[config.mk]
export PLATFORM = sky130hd
export DESIGN_NAME = pipe_hazard_ctrl
export DESIGN_NICKNAME = d
export VERILOG_FILES = /design/src/rtl/pipe_hazard_ctrl_pkg.sv /design/src/rtl/pipe_hazard_ctrl_lu_detect.sv /design/src/rtl/pipe_hazard_ctrl.sv
export SDC_FILE = /design/constraint.sdc
export NUM_CORES = 1
export LEC_CHECK = 0
export ABC_AREA = 1
export CELL_PAD_IN_SITES_DETAIL_PLACEMENT = 0
export CELL_PAD_IN_SITES_GLOBAL_PLACEMENT = 1
export CORE_MARGIN = 2
export CORE_UTILIZATION = 30
export CTS_CLUSTER_DIAMETER = 80
export CTS_CLUSTER_SIZE = 25
export DETAILED_ROUTE_END_ITERATION = 6
export PLACE_DENSITY = 0.84
export RECOVER_POWER = 25
export SETUP_SLACK_MARGIN = 0.3
export SYNTH_ARGS = -nofsm -noshare
export SYNTH_HDL_FRONTEND = slang
export SYNTH_HIERARCHICAL = 1
export SYNTH_SLANG_ARGS = --single-unit
[constraint.sdc]
create_clock -name clk -period 1.61 [get_ports clk]
set_input_delay 0.322 -clock clk [delete_from_list [all_inputs] [get_ports clk]]
set_output_delay 0.322 -clock clk [all_outputs]
set_load 0.05 [all_outputs]
[src/rtl/pipe_hazard_ctrl_pkg.sv]
// Package pipe_pkg: types shared by the pipeline hazard sequencer.
//   hz_state_t  : fetch-discard FSM states (RUN, IDROP)
//   stage_ctl_t : per-stage pipe register control {wr_en, gen_bubble}
package pipe_pkg;

  typedef enum logic {
    RUN,
    IDROP
  } hz_state_t;

  typedef struct packed {
    logic wr_en;
    logic gen_bubble;
  } stage_ctl_t;

  localparam stage_ctl_t CTL_ADVANCE = '{wr_en: 1'b1, gen_bubble: 1'b0};
  localparam stage_ctl_t CTL_BUBBLE  = '{wr_en: 1'b1, gen_bubble: 1'b1};
  localparam stage_ctl_t CTL_HOLD    = '{wr_en: 1'b0, gen_bubble: 1'b0};

endpackage

[src/rtl/pipe_hazard_ctrl_lu_detect.sv]
// lu_detect: combinational load-use hazard comparator.
//   Flags when the load in EX writes a register (other than x0) that the
//   valid instruction in ID reads.
// Ports:
//   id_valid, id_rs1, id_rs2, id_use_rs1, id_use_rs2 : ID source operands
//   ex_valid, ex_is_load, ex_rd                      : EX producer
//   hazard                                           : load-use stall needed
module lu_detect #(
  parameter int unsigned REG_W = 5
) (
  input  logic             id_valid,
  input  logic [REG_W-1:0] id_rs1,
  input  logic [REG_W-1:0] id_rs2,
  input  logic             id_use_rs1,
  input  logic             id_use_rs2,
  input  logic             ex_valid,
  input  logic             ex_is_load,
  input  logic [REG_W-1:0] ex_rd,
  output logic             hazard
);

  logic rs1_hit;
  logic rs2_hit;

  always_comb begin
    rs1_hit = id_use_rs1 && (id_rs1 == ex_rd);
    rs2_hit = id_use_rs2 && (id_rs2 == ex_rd);
    hazard  = ex_valid && ex_is_load && (ex_rd != '0) && id_valid && (rs1_hit || rs2_hit);
  end

endmodule

[src/rtl/pipe_hazard_ctrl.sv]
// pipe_hazard_ctrl: sequencer for the ID/EX/MEM/WB pipe registers and fetch PC.
//   Priority: D-mem wait freeze > EX redirect flush > load-use stall >
//   I-fetch wait / stale-fetch discard > normal advance.
// Ports:
//   clk, reset            : clock, asynchronous active-high reset
//   id_*                  : decoded ID operand fields
//   ex_valid/ex_is_load/ex_rd/ex_redirect : EX producer and branch resolution
//   if_busy, mem_busy     : fetch / data-memory wait
//   pc_en                 : advance/load fetch PC
//   <stage>_wr_en/_gen_bubble : per-stage register controls
//   hang_err              : sticky, stall persisted HANG_LIMIT cycles
// Optional: `define PIPE_HAZARD_PERF_EN adds perf_lu_stalls, perf_flushes,
//   perf_mem_stalls (CNT_W-bit wrapping cycle counters).
module pipe_hazard_ctrl
  import pipe_pkg::*;
#(
  parameter int unsigned REG_W      = 5,
  parameter int unsigned HANG_LIMIT = 1024,
  parameter int unsigned CNT_W      = 32
) (
  input  logic             clk,
  input  logic             reset,
  input  logic             id_valid,
  input  logic [REG_W-1:0] id_rs1,
  input  logic [REG_W-1:0] id_rs2,
  input  logic             id_use_rs1,
  input  logic             id_use_rs2,
  input  logic             ex_valid,
  input  logic             ex_is_load,
  input  logic [REG_W-1:0] ex_rd,
  input  logic             ex_redirect,
  input  logic             if_busy,
  input  logic             mem_busy,
  output logic             pc_en,
  output logic             id_wr_en,
  output logic             id_gen_bubble,
  output logic             ex_wr_en,
  output logic             ex_gen_bubble,
  output logic             mem_wr_en,
  output logic             mem_gen_bubble,
  output logic             wb_wr_en,
  output logic             wb_gen_bubble,
  output logic             hang_err
`ifdef PIPE_HAZARD_PERF_EN
  ,
  output logic [CNT_W-1:0] perf_lu_stalls,
  output logic [CNT_W-1:0] perf_flushes,
  output logic [CNT_W-1:0] perf_mem_stalls
`endif
);

  localparam int unsigned STALL_W = $clog2(HANG_LIMIT + 1);
  localparam logic [STALL_W-1:0] STALL_MAX = STALL_W'(HANG_LIMIT);

  if (CNT_W < 1) begin : g_bad_cnt_w
    $error("CNT_W must be at least 1");
  end

  hz_state_t        state, next_state;
  stage_ctl_t       id_ctl, ex_ctl, mem_ctl, wb_ctl;
  logic             lu_hazard;
  logic             redirect;
  logic [STALL_W-1:0] stall_cnt;
  logic             hang_q;

  lu_detect #(.REG_W(REG_W)) u_lu_detect (
    .id_valid   (id_valid),
    .id_rs1     (id_rs1),
    .id_rs2     (id_rs2),
    .id_use_rs1 (id_use_rs1),
    .id_use_rs2 (id_use_rs2),
    .ex_valid   (ex_valid),
    .ex_is_load (ex_is_load),
    .ex_rd      (ex_rd),
    .hazard     (lu_hazard)
  );

  assign redirect = ex_redirect && ex_valid;

  // The FSM only moves on flush or fetch-wait cycles; a freeze or load-use
  // stall holds IDROP so a stale fetch returning under the stall is still
  // discarded once the pipe moves again.
  always_comb begin
    id_ctl     = CTL_ADVANCE;
    ex_ctl     = CTL_ADVANCE;
    mem_ctl    = CTL_ADVANCE;
    wb_ctl     = CTL_ADVANCE;
    pc_en      = 1'b1;
    next_state = state;
    if (reset) begin
      id_ctl  = CTL_BUBBLE;
      ex_ctl  = CTL_BUBBLE;
      mem_ctl = CTL_BUBBLE;
      wb_ctl  = CTL_BUBBLE;
      pc_en   = 1'b0;
    end else if (mem_busy) begin
      id_ctl  = CTL_HOLD;
      ex_ctl  = CTL_HOLD;
      mem_ctl = CTL_HOLD;
      wb_ctl  = CTL_HOLD;
      pc_en   = 1'b0;
    end else if (redirect) begin
      id_ctl = CTL_BUBBLE;
      ex_ctl = CTL_BUBBLE;
      if (if_busy || (state == IDROP)) next_state = IDROP;
    end else if (lu_hazard) begin
      id_ctl = CTL_HOLD;
      ex_ctl = CTL_BUBBLE;
      pc_en  = 1'b0;
    end else if (if_busy || (state == IDROP)) begin
      id_ctl = CTL_BUBBLE;
      pc_en  = (state == IDROP) && !if_busy;
      if ((state == IDROP) && !if_busy) next_state = RUN;
    end
  end

  always_ff @(posedge clk or posedge reset) begin
    if (reset) begin
      state     <= RUN;
      stall_cnt <= '0;
      hang_q    <= 1'b0;
    end else begin
      state <= next_state;
      if (pc_en) stall_cnt <= '0;
      else if (stall_cnt != STALL_MAX) stall_cnt <= stall_cnt + STALL_W'(1);
      if (stall_cnt == STALL_MAX) hang_q <= 1'b1;
    end
  end

  // Reported in the same cycle the count reaches the limit; the flop keeps it.
  assign hang_err = hang_q || (stall_cnt == STALL_MAX);

  assign id_wr_en       = id_ctl.wr_en;
  assign id_gen_bubble  = id_ctl.gen_bubble;
  assign ex_wr_en       = ex_ctl.wr_en;
  assign ex_gen_bubble  = ex_ctl.gen_bubble;
  assign mem_wr_en      = mem_ctl.wr_en;
  assign mem_gen_bubble = mem_ctl.gen_bubble;
  assign wb_wr_en       = wb_ctl.wr_en;
  assign wb_gen_bubble  = wb_ctl.gen_bubble;

`ifdef PIPE_HAZARD_PERF_EN
  always_ff @(posedge clk or posedge reset) begin
    if (reset) begin
      perf_lu_stalls  <= '0;
      perf_flushes    <= '0;
      perf_mem_stalls <= '0;
    end else begin
      if (mem_busy) perf_mem_stalls <= perf_mem_stalls + CNT_W'(1);
      if (!mem_busy && redirect) perf_flushes <= perf_flushes + CNT_W'(1);
      if (!mem_busy && !redirect && lu_hazard) perf_lu_stalls <= perf_lu_stalls + CNT_W'(1);
    end
  end
`endif

endmodule

After elaboration in Yosys (flattened, before gate mapping):

Cells that the tools add are included.

* output and inout bits: 10
* flip-flop bits (word level): 13

* reductions and logical operators: 16
* equality and inequality tests: 5
* add/subtract/negate cells: 1
* bitwise gates (word level): 2
* mux-type cells: 23

Operators by type and width (number)
* $mux W11: 2
* $mux W2: 8
* $mux W1: 13
* $add A11 B1 Y11 const B: 1
* $eq A11 B11 Y1 const B: 1
* $ne A11 B11 Y1 const B: 1
* $eq A5 B5 Y1: 2
* $logic_and A1 B1 Y1: 8
* $reduce_and A5 Y1: 1
* $reduce_bool A5 Y1: 1
* $reduce_bool A2 Y1: 2
* $logic_or A1 B1 Y1: 3
* $ne A2 B1 Y1 const B: 1
* $not A1 Y1: 2
* $logic_not A1 Y1: 1

Longest topological paths before layout:

* depth in word-level cells: 9
* mapped depth: 12
* mapped depth without buffers: 12

By module:

Netlist, hierarchy kept.

By module, submodules not included
* pipe_hazard_ctrl: cells an instance 118, times used 1, area an instance 838.3 sq um
* lu_detect: cells an instance 52, times used 1, area an instance 212.7 sq um

Worst setup path after synthesis:

Ideal clock, no wire load.

* kind: in2out
* from: input port ex_rd[3]
* to: output port ex_gen_bubble
* buffers on the path: 0
* path slack: -653 ps
* stages: 8
* required time: 1288 ps
* arrival: 1941 ps
* cell sequence: inv_1 > nand2_1 > nand2_1 > nor2_1 > nand3_1 > a21oi_2 > nor2_1 > o21ai_0

* longest elaborated chain between the ends: 8
* elaborated cells between the ends (all ways): 13
* classes of those cells: eq/ne: 2; mux: 4; reduce/logical: 7

RTL lines
* start: declaration: line pipe_hazard_ctrl.sv:30 `input logic [REG_W-1:0] ex_rd,`
* $eq A5 B5 Y1 (tied with other cells): line pipe_hazard_ctrl_lu_detect.sv:26 `rs1_hit = id_use_rs1 && (id_rs1 == ex_rd);`
* $logic_and A1 B1 Y1 (on tied branches): line pipe_hazard_ctrl_lu_detect.sv:26, pipe_hazard_ctrl_lu_detect.sv:27, pipe_hazard_ctrl_lu_detect.sv:28
* $logic_or A1 B1 Y1 or $logic_and A1 B1 Y1 (tied branches): line pipe_hazard_ctrl_lu_detect.sv:28 `hazard = ex_valid && ex_is_load && (ex_rd != '0) && id_valid && (rs1_hit || rs2_hit);`
* $logic_and A1 B1 Y1 *: line pipe_hazard_ctrl_lu_detect.sv:28
* net lu_hazard: line pipe_hazard_ctrl.sv:61 `logic lu_hazard;`
* $mux W1 *: line pipe_hazard_ctrl.sv:106 `end else if (lu_hazard) begin`
* $mux W1 *: line pipe_hazard_ctrl.sv:102 `end else if (redirect) begin`
* $mux W2 *: line pipe_hazard_ctrl.sv:96 `end else if (mem_busy) begin`
* $mux W2 *: line pipe_hazard_ctrl.sv:90 `if (reset) begin`
* end: declaration: line pipe_hazard_ctrl.sv:38 `output logic ex_gen_bubble,`

The timed path passes the listed nets; every way through them passes the cells marked *.

Worst setup path after layout:

* from: input port if_busy
* to: output port id_gen_bubble

* longest elaborated chain between the ends: 6

RTL lines
* start: declaration: line pipe_hazard_ctrl.sv:32 `input logic if_busy,`
* $logic_or A1 B1 Y1: line pipe_hazard_ctrl.sv:110 `end else if (if_busy || (state == IDROP)) begin`
* $mux W1: line pipe_hazard_ctrl.sv:110
* $mux W2: line pipe_hazard_ctrl.sv:106
* $mux W2: line pipe_hazard_ctrl.sv:102
* $mux W2: line pipe_hazard_ctrl.sv:96
* $mux W2: line pipe_hazard_ctrl.sv:90
* end: declaration: line pipe_hazard_ctrl.sv:36 `output logic id_gen_bubble,`

Every way passes these cells.

==> flow_summary.yaml <==
cts:
  clkLatencyLatePin_ns: 0.29
  htreeDepth: 1
  root_buffer: "clkbuf_4"
  cts_buffer_depth: 2
  clock-sinks: 13
  cts_buffers: 3
  clk_pin_slew_ns: 0.09
  cts_hold_buf: 0
  cts_tree: "done"
synthesis:
  yosysMostFrequentCell: "nand2_1"
  async_flop_share: 1.00
  synth_top_area_share: 0.310
  syn_area_per_cell_um2: 6.18
  synth.top_cells.by_area: "dfrtp_1 31%, nand2_1 18%, nor2_1 11%, inv_1 8.6%, nand3_1 5.2%"
  synth.cell_area_mm2: 0.00105
  ys_seq_area_frac: 0.310
  synth_ff_type: "dfrtp_1"
  synth_cells: 170
  syn_nets: 197
  synth_top_area_cell: "dfrtp_1"
  yosysWarningCount: 6
  ys_seq_elements: 13
  synth-edff-count: 0
  synth_commonest_cells: "51 x nand2_1, 31 x nor2_1, 24 x inv_1, 13 x dfrtp_1, 11 x nand3_1"
  synth_cell_types: 25
floorplan:
  row_count: 21
  dieArea_mm2: 0.00399
  dieWidth_um: 63.2
  start_util: 0.312
  core_mm2: 0.00336
  io_pins: 35
  die_h_um: 63.2
setup_path:
  worstReg2RegStart: "stall_cnt[1]$_DFFE_PP0P_"
  cp-start-kind: "primary input"
  cp-end-kind: "output port"
  worstPathMaxFanout: 2
  arrival_ns: 1.49
  crit_path_start: "if_busy"
  crit_type: "primary input to output port"
  crit_required_ns: 1.29
detailed_routing:
  dr.pass1.iters: 4
  ant_nets: 0
  drc: 0
  via_per_inst: 4.68
  drt_iter0_drc: 33
  wl_um: 3060
  routedWlPerCell_um: 11.4
  vias: 1254
pwr:
  irDropWorstVdd_mv: 0.297
  p_total_mw: 1.51
  power_density_mw_per_mm2: 770
  cellLeakagePower_nw: 0.930
placed_design:
  port_buffers: 34
  post-dp-hpwl_um: 2230
  routabilityCongestion: 0.825
timing:
  slew_violations: 0
  fmaxAchievable_mhz: 552
  layout_setup_ws_ns: -0.201
  rsz0062_at_grt: "yes"
  fin_crit_ns: 1.81
  finClkSkew_ns: 0.00681
  fin_crit_sh: 1.13
  tightest_slew_ns: 0.699
  hold_viol_final: 0
  relSlewSlack: 0.534
  setup_viol: 7
run_status:
  violations: "negative setup slack"
  status: "finished, violations left"
global_routing:
  grt_pass1_wl_um: 5100
  antenna_found_initial: 0
  grt_pass1_vias: 1261
  grt_max_degree: 13
  grt.total_usage: 0.161
  grt_overflow: 0
worst_hold_path:
  hold_class: "primary input to asynchronous set/reset pin"
cells_and_area:
  drive_gt1_frac: 0.527
  final_nets: 250
  n_antenna_cell: 0
  utilization: 0.583
  area_growth_syn_to_layout_pct: 86.5
flow_run:
  max-cap-violations: 0
## worst paths after layout
check / end / slack (ns) / cells after the start
worst max-delay path: id_gen_bubble / -0.20 / 5
worst min-delay path: state$_DFFE_PP0P_ / 0.28 / 4
worst max register to register: stall_cnt[10]$_DFFE_PP0P_ / 0.22 / 9
worst min register to register: hang_q$_DFFE_PP0N_ / 0.48 / 1
max in group asynchronous: stall_cnt[3]$_DFFE_PP0P_ / 0.59 / 4
min in group clk: state$_DFFE_PP0P_ / 0.43 / 4
## cells in the final DEF, fill, tap and decap left out, types with 2 or more instances in the layout
master,Yosys,routed
inv_4,1,2
nand3_1,11,6
or2_4,0,2
inv_2,2,8
dlygate4sd2_1,0,4
clkbuf_4,0,3
nor2_2,2,6
nand2_1,51,33
clkdlybuf4s50_1,0,2
buf_12,0,9
nand2_2,4,19
inv_1,24,12
buf_8,0,4
nand4_1,4,4
buf_2,0,5
o21ai_2,0,2
nor2_4,1,8
buf_4,4,12
clkbuf_1,0,3
nor2_1,31,20
nand3_2,1,5
o21ai_4,0,3
buf_6,1,12
nand2_4,0,2
dfrtp_1,13,12
clkinv_8,0,2
a21oi_2,1,2
## routing by layer
layer	track usage	part of all wire	wire, um	vias up
li1	-	-	-	625
met1	0.170	0.39	1180	596
met2	0.315	0.56	1700	26
met3	0.0107	0.029	88	7
met4	0.0842	0.026	80	0
met5	0	0	0	-
## worst max-delay path, stage by stage
cell and delay (ns):
clkdlybuf4s50_1 0.49, or2_4 0.31, a21oi_4 0.15, o21ai_4 0.06, buf_6 0.15
## flip-flops by register name, summed over array words and instances (netlist names)
| signal | flops |
|---|---|
| hang_q | 1 |
| state | 1 |
| stall_cnt | 11 |
## stage by stage
step | hold WS, ns | TNS [ns] | instance area, um2 | setup slack [ns] | std cells
floorplan | 0.209 | 0 | 1190 | 0.117 | 170
global placement | 0.453 | -10.40 | 1650 | -0.703 | 253
detailed placement | 0.456 | -11.03 | 1650 | -0.751 | 253
CTS | 0.276 | -0.965 | 1780 | -0.179 | 266
global route | 0.285 | -1.80 | 1960 | -0.222 | 268
finish | 0.275 | -0.587 | 1960 | -0.201 | 268
## repair_timing
item,CTS,global route
resized for setup,106,54
cloned,1,0
pin swaps,35,30
setup buffers,8,2
endpoints found under the setup margin,22,20
## cells by family (layout without fill, tap and decap cells)
kind of cell / Yosys count / after routing / share of synthesized area
AO/OA/AOI/OAI: 12 / 12 / 0.0643
flip-flops: 13 / 13 / 0.310
buffers and inverters: 32 / 84 / 0.138
adder cells (fa/ha/maj): 2 / 2 / 0.0238
XOR/XNOR: 2 / 2 / 0.0167
AND/OR/NAND/NOR: 109 / 109 / 0.448
## layout make-up
cell class | count | area (um2)
Inverter | 27 | 148
Timing Repair inverter | 1 | 16.3
Timing Repair Buffer | 52 | 568
Clock buffer | 4 | 26.3
Fill cell | 337 | 1400
Multi-Input combinational cell | 125 | 818
Sequential cell | 13 | 327
Tap cell | 46 | 57.6
## power by group
group          total, mW  switching (mW)  leakage, nW  internal [mW]
clock              0.214           0.117       0.0150         0.0964
combinational      0.835           0.424        0.743          0.410
sequential         0.461          0.0703        0.172          0.390
total               1.51           0.612        0.930          0.897
Note: power is estimated with default switching activity, not from simulation.
